[config.mk]
export PLATFORM = sky130hd
export DESIGN_NAME = clk_div_bank
export DESIGN_NICKNAME = d
export VERILOG_FILES = /design/src/rtl/clk_div_bank.sv
export SDC_FILE = /design/constraint.sdc
export NUM_CORES = 1
export LEC_CHECK = 0
export CORE_MARGIN = 4
export CORE_UTILIZATION = 40
export DETAILED_ROUTE_END_ITERATION = 7
export HOLD_SLACK_MARGIN = 0.1
export PLACE_DENSITY_LB_ADDON = 0.3
export SYNTH_ARGS = -nofsm -noshare
export SYNTH_HDL_FRONTEND = slang
export SYNTH_SLANG_ARGS = --single-unit
[constraint.sdc]
create_clock -name clk -period 4.2 [get_ports clk]
set_clock_uncertainty 0.05 [all_clocks]
set_input_delay 0.84 -clock clk [delete_from_list [all_inputs] [get_ports clk]]
set_output_delay 0.84 -clock clk [all_outputs]
set_load 0.03 [all_outputs]
[src/rtl/clk_div_bank.sv]
// Bank of NUM_CH runtime-programmable clock dividers sharing one restart edge,
// so every channel's phase offset is exact relative to the others.
module clk_div_bank #(
  parameter int NUM_CH      = 4,
  parameter int DIV_W       = 8,
  parameter int LOCK_CYCLES = 16,
  parameter int DEF_DIV     = 2,
  parameter int DEF_HIGH    = 1,
  localparam int CH_W       = (NUM_CH > 1) ? $clog2(NUM_CH) : 1
) (
  input  logic              clk,
  input  logic              rst_n,
  input  logic              en,
  input  logic              cfg_valid,
  output logic              cfg_ready,
  input  logic [CH_W-1:0]   cfg_ch,
  input  logic [DIV_W-1:0]  cfg_div,
  input  logic [DIV_W-1:0]  cfg_high,
  input  logic [DIV_W-1:0]  cfg_phase,
  output logic              cfg_err,
  output logic [NUM_CH-1:0] clk_out,
  output logic [NUM_CH-1:0] tick,
  output logic              locked
);

  localparam logic [1:0] S_IDLE    = 2'd0;
  localparam logic [1:0] S_RESTART = 2'd1;
  localparam logic [1:0] S_SETTLE  = 2'd2;
  localparam logic [1:0] S_LOCKED  = 2'd3;

  localparam int SET_W = (LOCK_CYCLES > 1) ? $clog2(LOCK_CYCLES) : 1;
  localparam int CH_W1 = CH_W + 1;

  localparam logic [SET_W-1:0] SETTLE_LAST = SET_W'(LOCK_CYCLES - 1);
  localparam logic [SET_W-1:0] SET_ONE     = SET_W'(1);
  localparam logic [CH_W:0]    NUM_CH_V    = CH_W1'(NUM_CH);
  localparam logic [DIV_W-1:0] DEF_DIV_V   = DIV_W'(DEF_DIV);
  localparam logic [DIV_W-1:0] DEF_HIGH_V  = DIV_W'(DEF_HIGH);
  localparam logic [DIV_W-1:0] ONE         = DIV_W'(1);
  localparam logic [DIV_W-1:0] TWO         = DIV_W'(2);

  logic [1:0]       state;
  logic [1:0]       state_next;
  logic [SET_W-1:0] settle_cnt;
  logic             accept;
  logic             legal;
  logic             wr_legal;
  logic             run_next;
  logic             load_phase;

  logic [DIV_W-1:0] div_r    [NUM_CH];
  logic [DIV_W-1:0] high_r   [NUM_CH];
  logic [DIV_W-1:0] phase_r  [NUM_CH];
  logic [DIV_W-1:0] cnt      [NUM_CH];
  logic [DIV_W-1:0] cnt_next [NUM_CH];
  logic [NUM_CH-1:0] clk_next;
  logic [NUM_CH-1:0] tick_next;

  assign cfg_ready = (state != S_RESTART);
  assign accept    = cfg_valid & cfg_ready;
  assign legal     = ({1'b0, cfg_ch} < NUM_CH_V) && (cfg_div >= TWO);
  assign wr_legal  = accept & legal;
  assign locked    = (state == S_LOCKED);

  // en low overrides everything; a legal write while running forces a re-align.
  always_comb begin
    state_next = state;
    if (!en) begin
      state_next = S_IDLE;
    end else begin
      case (state)
        S_IDLE:    state_next = S_RESTART;
        S_RESTART: state_next = S_SETTLE;
        S_SETTLE: begin
          if (wr_legal)
            state_next = S_RESTART;
          else if (settle_cnt == SETTLE_LAST)
            state_next = S_LOCKED;
        end
        S_LOCKED: begin
          if (wr_legal)
            state_next = S_RESTART;
        end
        default:   state_next = S_IDLE;
      endcase
    end
  end

  assign run_next   = (state_next == S_SETTLE) || (state_next == S_LOCKED);
  assign load_phase = (state == S_RESTART) && (state_next == S_SETTLE);

  // Outputs are derived from the next counter value so they carry no lag vs cnt.
  always_comb begin
    for (int i = 0; i < NUM_CH; i++) begin
      cnt_next[i]  = '0;
      clk_next[i]  = 1'b0;
      tick_next[i] = 1'b0;
      if (load_phase)
        cnt_next[i] = (phase_r[i] < div_r[i]) ? phase_r[i] : '0;
      else if (run_next)
        cnt_next[i] = (cnt[i] >= div_r[i] - ONE) ? '0 : cnt[i] + ONE;
      if (run_next) begin
        clk_next[i]  = (cnt_next[i] < high_r[i]);
        tick_next[i] = (cnt_next[i] == '0) && (high_r[i] != '0) &&
                       (high_r[i] < div_r[i]);
      end
    end
  end

  always_ff @(posedge clk) begin
    if (!rst_n) begin
      state      <= S_IDLE;
      settle_cnt <= '0;
      cfg_err    <= 1'b0;
      clk_out    <= '0;
      tick       <= '0;
      for (int i = 0; i < NUM_CH; i++) begin
        div_r[i]   <= DEF_DIV_V;
        high_r[i]  <= DEF_HIGH_V;
        phase_r[i] <= '0;
        cnt[i]     <= '0;
      end
    end else begin
      state      <= state_next;
      settle_cnt <= ((state == S_SETTLE) && (state_next == S_SETTLE)) ?
                    settle_cnt + SET_ONE : '0;
      cfg_err    <= accept & ~legal;
      clk_out    <= clk_next;
      tick       <= tick_next;
      for (int i = 0; i < NUM_CH; i++) begin
        cnt[i] <= cnt_next[i];
        if (wr_legal && (cfg_ch == CH_W'(i))) begin
          div_r[i]   <= cfg_div;
          high_r[i]  <= cfg_high;
          phase_r[i] <= cfg_phase;
        end
      end
    end
  end

endmodule

==> results of run 1 <==
## power by group
group / switching, mW / leakage [nW] / internal, mW
Clock: 0.619 / 0.290 / 0.993
Sequential: 0.0543 / 1.36 / 1.56
Combinational: 0.213 / 2.79 / 0.164
## Yosys cell counts, types with 11 or more instances
cell type / number / area (sq um)
inv_1: 81 / 304
nand2b_1: 12 / 75.1
nor2b_1: 15 / 93.8
nand2_1: 37 / 139
nor3_1: 12 / 60.1
clkbuf_1: 11 / 41.3
a21o_1: 25 / 188
xnor2_1: 38 / 333
edfxtp_1: 96 / 2880
a21oi_1: 17 / 85.1
nor4_1: 18 / 113
ha_1: 122 / 1530
nand3_1: 25 / 125
dfxtp_1: 47 / 941
xor2_1: 12 / 105
and2_1: 107 / 669
o21ai_0: 23 / 115
nor2_1: 45 / 169
## cell families after synthesis
| group | Yosys count |
|---|---|
| compound gates | 138 |
| simple gates | 313 |
| fa+ha+maj | 123 |
| buf+inv | 94 |
| flops | 143 |
| xor+xnor | 50 |
## how the worst max path moves through the flow
stage                      from          to  slack [ns]
floorplan           div_r[2][0]  clk_out[2]        0.55
CTS                 div_r[2][2]  clk_out[2]        0.18
finish              div_r[2][2]  clk_out[2]        0.30
detailed placement   cfg_div[5]  clk_out[2]        0.06
global route        div_r[3][0]  clk_out[3]        0.01
global placement     cfg_div[5]  clk_out[2]        0.12
## registers in the layout (all words and copies together), names as in the netlist
name        flops
cfg_err         1
cnt            32
tick            4
phase_r        32
clk_out         4
div_r          32
state           2
high_r         32
settle_cnt      4
## final cells by class
cell class	instances	share of cell area, %
clock buffer	18	4.11
clock inverter	14	1.82
inverter	81	2.91
multi-input combinational	624	45.6
sequential	143	36.6
tap	280	3.35
timing repair buffer	64	5.56
## critical path: stages (launching register included)
cell and delay (ns):
edfxtp_1 0.43, nor3_2 0.25, nand2_1 0.12, nor4_1 0.33
xnor2_1 0.17, ha_1 0.25, o21ai_0 0.07, nor2_1 0.06
or4_4 0.44, nor2_4 0.10, a22o_1 0.17, ha_1 0.25
a21o_1 0.16, a21o_1 0.17, a211o_1 0.30, a211oi_1 0.29
nand2b_1 0.09, o21ai_0 0.13
## per-layer routing
layer	part of all wire [%]	global-route usage [%]	up-vias
li1	-	-	3243
met1	47	24.6	3089
met2	46	30.0	107
met3	4.1	3.68	34
met4	2.6	6.88	0
met5	0	0	-
## timing repair
| item | CTS | global route |
|---|---|---|
| buffers inserted | 0 | 0 |
| endpoints found under the setup margin | 0 | 1 |
| gates resized for setup | 0 | 1 |
==> impl_metrics.json, run 1 <==
{
  "fin_crit_sh_pct": 92.8,
  "synthXorXnorAreaFrac_pct": 4.90,
  "layout-drive-gt1-share_pct": 7.73,
  "dpl.cell_count": 1192,
  "setup_viol": 0,
  "htree_levels": 4,
  "synth_edf_count": 96,
  "synth-compound-area-share_pct": 11.2,
  "setup_tns_ns": 0,
  "grt_pass1_wl_microns": 34800,
  "end_kind": "flip-flop",
  "status": "finished, final reports clean",
  "clk_latency_ns": 0.42,
  "hold_class": "reg2reg",
  "final_cell_mix": "ha_1 (122), and2_1 (107), edfxtp_1 (96)",
  "critPathKind": "reg2reg",
  "fmax_mhz": 257,
  "p_leak_nw": 4.44,
  "cts_max_path_buffers": 2,
  "fin_hold_ws_ns": 0.405,
  "ys_types": 61,
  "grt_setup_unrepaired": "false",
  "synth_mux_area_share_pct": 0,
  "post-route-util_pct": 47.7,
  "rrSetupSlack_ns": 0.30,
  "rows": 54,
  "maxCapViolCount": 0,
  "core_sq_um": 21900,
  "seqCellArea_sq_um": 3820,
  "hp-start": "settle_cnt[0]",
  "r2r_start": "div_r[2][2]",
  "r2r_end": "clk_out[2]",
  "cts_sinks": 143,
  "finalWirelength_microns": 22100,
  "design_area_sq_um": 10400,
  "slew-limit-headroom_pct": 23.8,
  "cts_tree": "yes",
  "ant_nets": 0,
  "syn_area_sq_um": 8930,
  "antenna_cells": 0,
  "worst_ep_arrival_time_ns": 4.21,
  "area_growth_pct": 16.9,
  "drc": 0,
  "worst_slew_pin_slew_ns": 1.14,
  "synthSimpleGateAreaFrac_pct": 19.8,
  "slew_violations": 0,
  "io_pins": 41,
  "final_cells": 1224,
  "synth_top_family_by_area": "simple AND/OR/NAND/NOR gates",
  "drt-wirelength-per-cell_microns": 18.0,
  "yosysWarnings": 0,
  "power_mw": 3.60,
  "syn_area_per_cell_sq_um": 10.4,
  "die_y_microns": 157,
  "fillers": 2070,
  "root_buffer": "clkbuf_16",
  "ir_drop_uv": 299,
  "syn_nets": 1013,
  "final_net_count": 1083,
  "crit_fanout": 3,
  "worst_r2r_path_depth": 17,
  "grt_pass1_vias": 6429,
  "synthCells": 861,
  "cts_made_buffers": 17,
  "drt_first_pass_iters": 4,
  "placed_area_sq_um": 9820,
  "fin_crit_ns": 3.90,
  "place_ws_ns": 0.0600,
  "synth-adder-area-share_pct": 17.2,
  "initial_core_util_pct": 40.8,
  "startpoint_type": "flip-flop",
  "drtIter0Drc": 344,
  "overflow": 0,
  "portBuffers": 40,
  "ctsHoldBuffers": 0,
  "power_density_nw_per_um2": 345,
  "dieArea_sq_um": 24800,
  "dieWidth_microns": 157,
  "min_path_cells": 1,
  "gp_congestion": 0.826,
  "fin_ws_ns": 0.303,
  "viasPerCell": 5.29,
  "async_flop_share_pct": 0,
  "dpl.hpwl_microns": 16900,
  "finalHoldViolCount": 0,
  "clk_pin_slew_ns": 0.06,
  "required_ns": 4.51,
  "grt_max_degree": 25,
  "synthFlopType": "edfxtp_1",
  "layout_commonest_cell": "ha_1",
  "yosysSeqAreaShare_pct": 42.8,
  "hold_end": "settle_cnt[0]",
  "antenna_found_initial": 0,
  "vias": 6473,
  "track_usage_pct": 18.5,
  "multiInputGateArea_sq_um": 4770,
  "ys_seq_elements": 143
}
Power figures use the tool's default switching activity.
==> run 2, diff against run 1 <==
--- a/config.mk
+++ b/config.mk
@@ -10,6 +10,7 @@
 export DETAILED_ROUTE_END_ITERATION = 7
 export HOLD_SLACK_MARGIN = 0.1
 export PLACE_DENSITY_LB_ADDON = 0.3
+export SKIP_CTS_REPAIR_TIMING = 1
 export SYNTH_ARGS = -nofsm -noshare
 export SYNTH_HDL_FRONTEND = slang
 export SYNTH_SLANG_ARGS = --single-unit
==> results of run 2 <==
No change in the layout: final DEF, timing and power equal those of run 1.
==> run 3, diff against run 2 <==
--- a/config.mk
+++ b/config.mk
@@ -9,7 +9,7 @@
 export CORE_UTILIZATION = 40
 export DETAILED_ROUTE_END_ITERATION = 7
 export HOLD_SLACK_MARGIN = 0.1
-export PLACE_DENSITY_LB_ADDON = 0.3
+export PLACE_DENSITY_LB_ADDON = 0.12
 export SKIP_CTS_REPAIR_TIMING = 1
 export SYNTH_ARGS = -nofsm -noshare
 export SYNTH_HDL_FRONTEND = slang
==> impl_metrics.json, run 3 (synthesized netlist as in run 1, its figures left out) <==
{
  "fin_crit_ns": 3.87,
  "clk_latency_ns": 0.43,
  "finalHoldViolCount": 0,
  "worst_ep_arrival_time_ns": 4.18,
  "power_density_nw_per_um2": 332,
  "die_y_microns": 157,
  "drt_first_pass_iters": 5,
  "multiInputGateArea_sq_um": 4770,
  "required_ns": 4.51,
  "clk_pin_slew_ns": 0.06,
  "antenna_cells": 0,
  "slew_violations": 0,
  "cts_max_path_buffers": 2,
  "layout_commonest_cell": "ha_1",
  "dieWidth_microns": 157,
  "ir_drop_uv": 235,
  "setup_viol": 0,
  "overflow": 0,
  "grt_setup_unrepaired": "false",
  "drtIter0Drc": 335,
  "drt-wirelength-per-cell_microns": 18.6,
  "dpl.hpwl_microns": 17700,
  "vias": 6450,
  "cts_made_buffers": 17,
  "worst_r2r_path_depth": 18,
  "io_pins": 41,
  "htree_levels": 4,
  "final_net_count": 1088,
  "initial_core_util_pct": 40.8,
  "grt_pass1_wl_microns": 35700,
  "grt_max_degree": 42,
  "post-route-util_pct": 47.6,
  "rows": 54,
  "portBuffers": 40,
  "critPathKind": "reg2reg",
  "viasPerCell": 5.25,
  "fmax_mhz": 258,
  "gp_congestion": 0.857,
  "final_cell_mix": "ha_1 (122), and2_1 (107), edfxtp_1 (96)",
  "worst_slew_pin_slew_ns": 1.14,
  "status": "finished, final reports clean",
  "p_leak_nw": 4.44,
  "min_path_cells": 1,
  "startpoint_type": "flip-flop",
  "grt_pass1_vias": 6337,
  "core_sq_um": 21900,
  "layout-drive-gt1-share_pct": 8.32,
  "antenna_found_initial": 0,
  "seqCellArea_sq_um": 3820,
  "root_buffer": "clkbuf_16",
  "drc": 0,
  "ant_nets": 0,
  "fin_crit_sh_pct": 92.2,
  "end_kind": "flip-flop",
  "finalWirelength_microns": 22900,
  "fin_hold_ws_ns": 0.402,
  "cts_sinks": 143,
  "dieArea_sq_um": 24800,
  "hold_class": "reg2reg",
  "crit_fanout": 3,
  "slew-limit-headroom_pct": 23.4,
  "track_usage_pct": 19.2,
  "cts_tree": "yes",
  "fillers": 2128,
  "maxCapViolCount": 0,
  "area_growth_pct": 16.8
}
run 3: worst paths after layout:
kind	slack, ns	end	from
max	0.33	clk_out[2]	div_r[2][1]
min reg2reg	0.40	settle_cnt[0]	settle_cnt[0]
min	0.40	settle_cnt[0]	settle_cnt[0]
max reg2reg	0.33	clk_out[2]	div_r[2][1]
run 3: power breakdown:
part / internal (mW) / switching, mW
Clock: 0.820 / 0.646
Sequential: 1.56 / 0.0544
Combinational: 0.165 / 0.213
Total: 2.55 / 0.914
run 3: worst max-delay path: stages (launching register included):
cell	delay, ns
edfxtp_1	0.41
inv_1	0.15
ha_1	0.20
nand3_1	0.14
nor3_2	0.17
xnor2_1	0.15
ha_1	0.26
o21ai_0	0.14
nor2_1	0.06
or4_4	0.45
nor2_4	0.11
a22o_1	0.16
ha_1	0.25
a21o_1	0.17
a21o_1	0.17
a211o_1	0.32
a211oi_2	0.24
nand2b_1	0.07
o21ai_0	0.12
run 3: cell type report:
cell class | count | area share (%)
clock buffer | 17 | 4.08
clock inverter | 15 | 1.30
inverter | 81 | 2.92
timing repair buffer | 69 | 5.93
sequential | 143 | 36.7
multi-input combinational | 624 | 45.8
tap | 280 | 3.36
run 3: routing by layer:
| metal | up-vias | wire, microns | track usage [%] |
|---|---|---|---|
| met5 | - | 0 | 0 |
| li1 | 3256 | - | - |
| met3 | 17 | 891 | 3.55 |
| met1 | 3034 | 11100 | 26.9 |
| met4 | 0 | 337 | 5.12 |
| met2 | 143 | 10500 | 30.7 |
run 3: stage by stage:
step	total power, mW	cell area, sq um	cells	setup slack (ns)	TNS (ns)
2_1_floorplan	1.86	8930	861	0.551	0
4_1_cts	3.50	10400	1229	0.236	0
3_5_place_dp	2.02	9860	1197	-0.00459	-0.00459
5_1_grt	3.60	10400	1229	0.0380	0
3_3_place_gp	2.02	9860	1197	0.0679	0
6_report	3.46	10400	1229	0.329	0
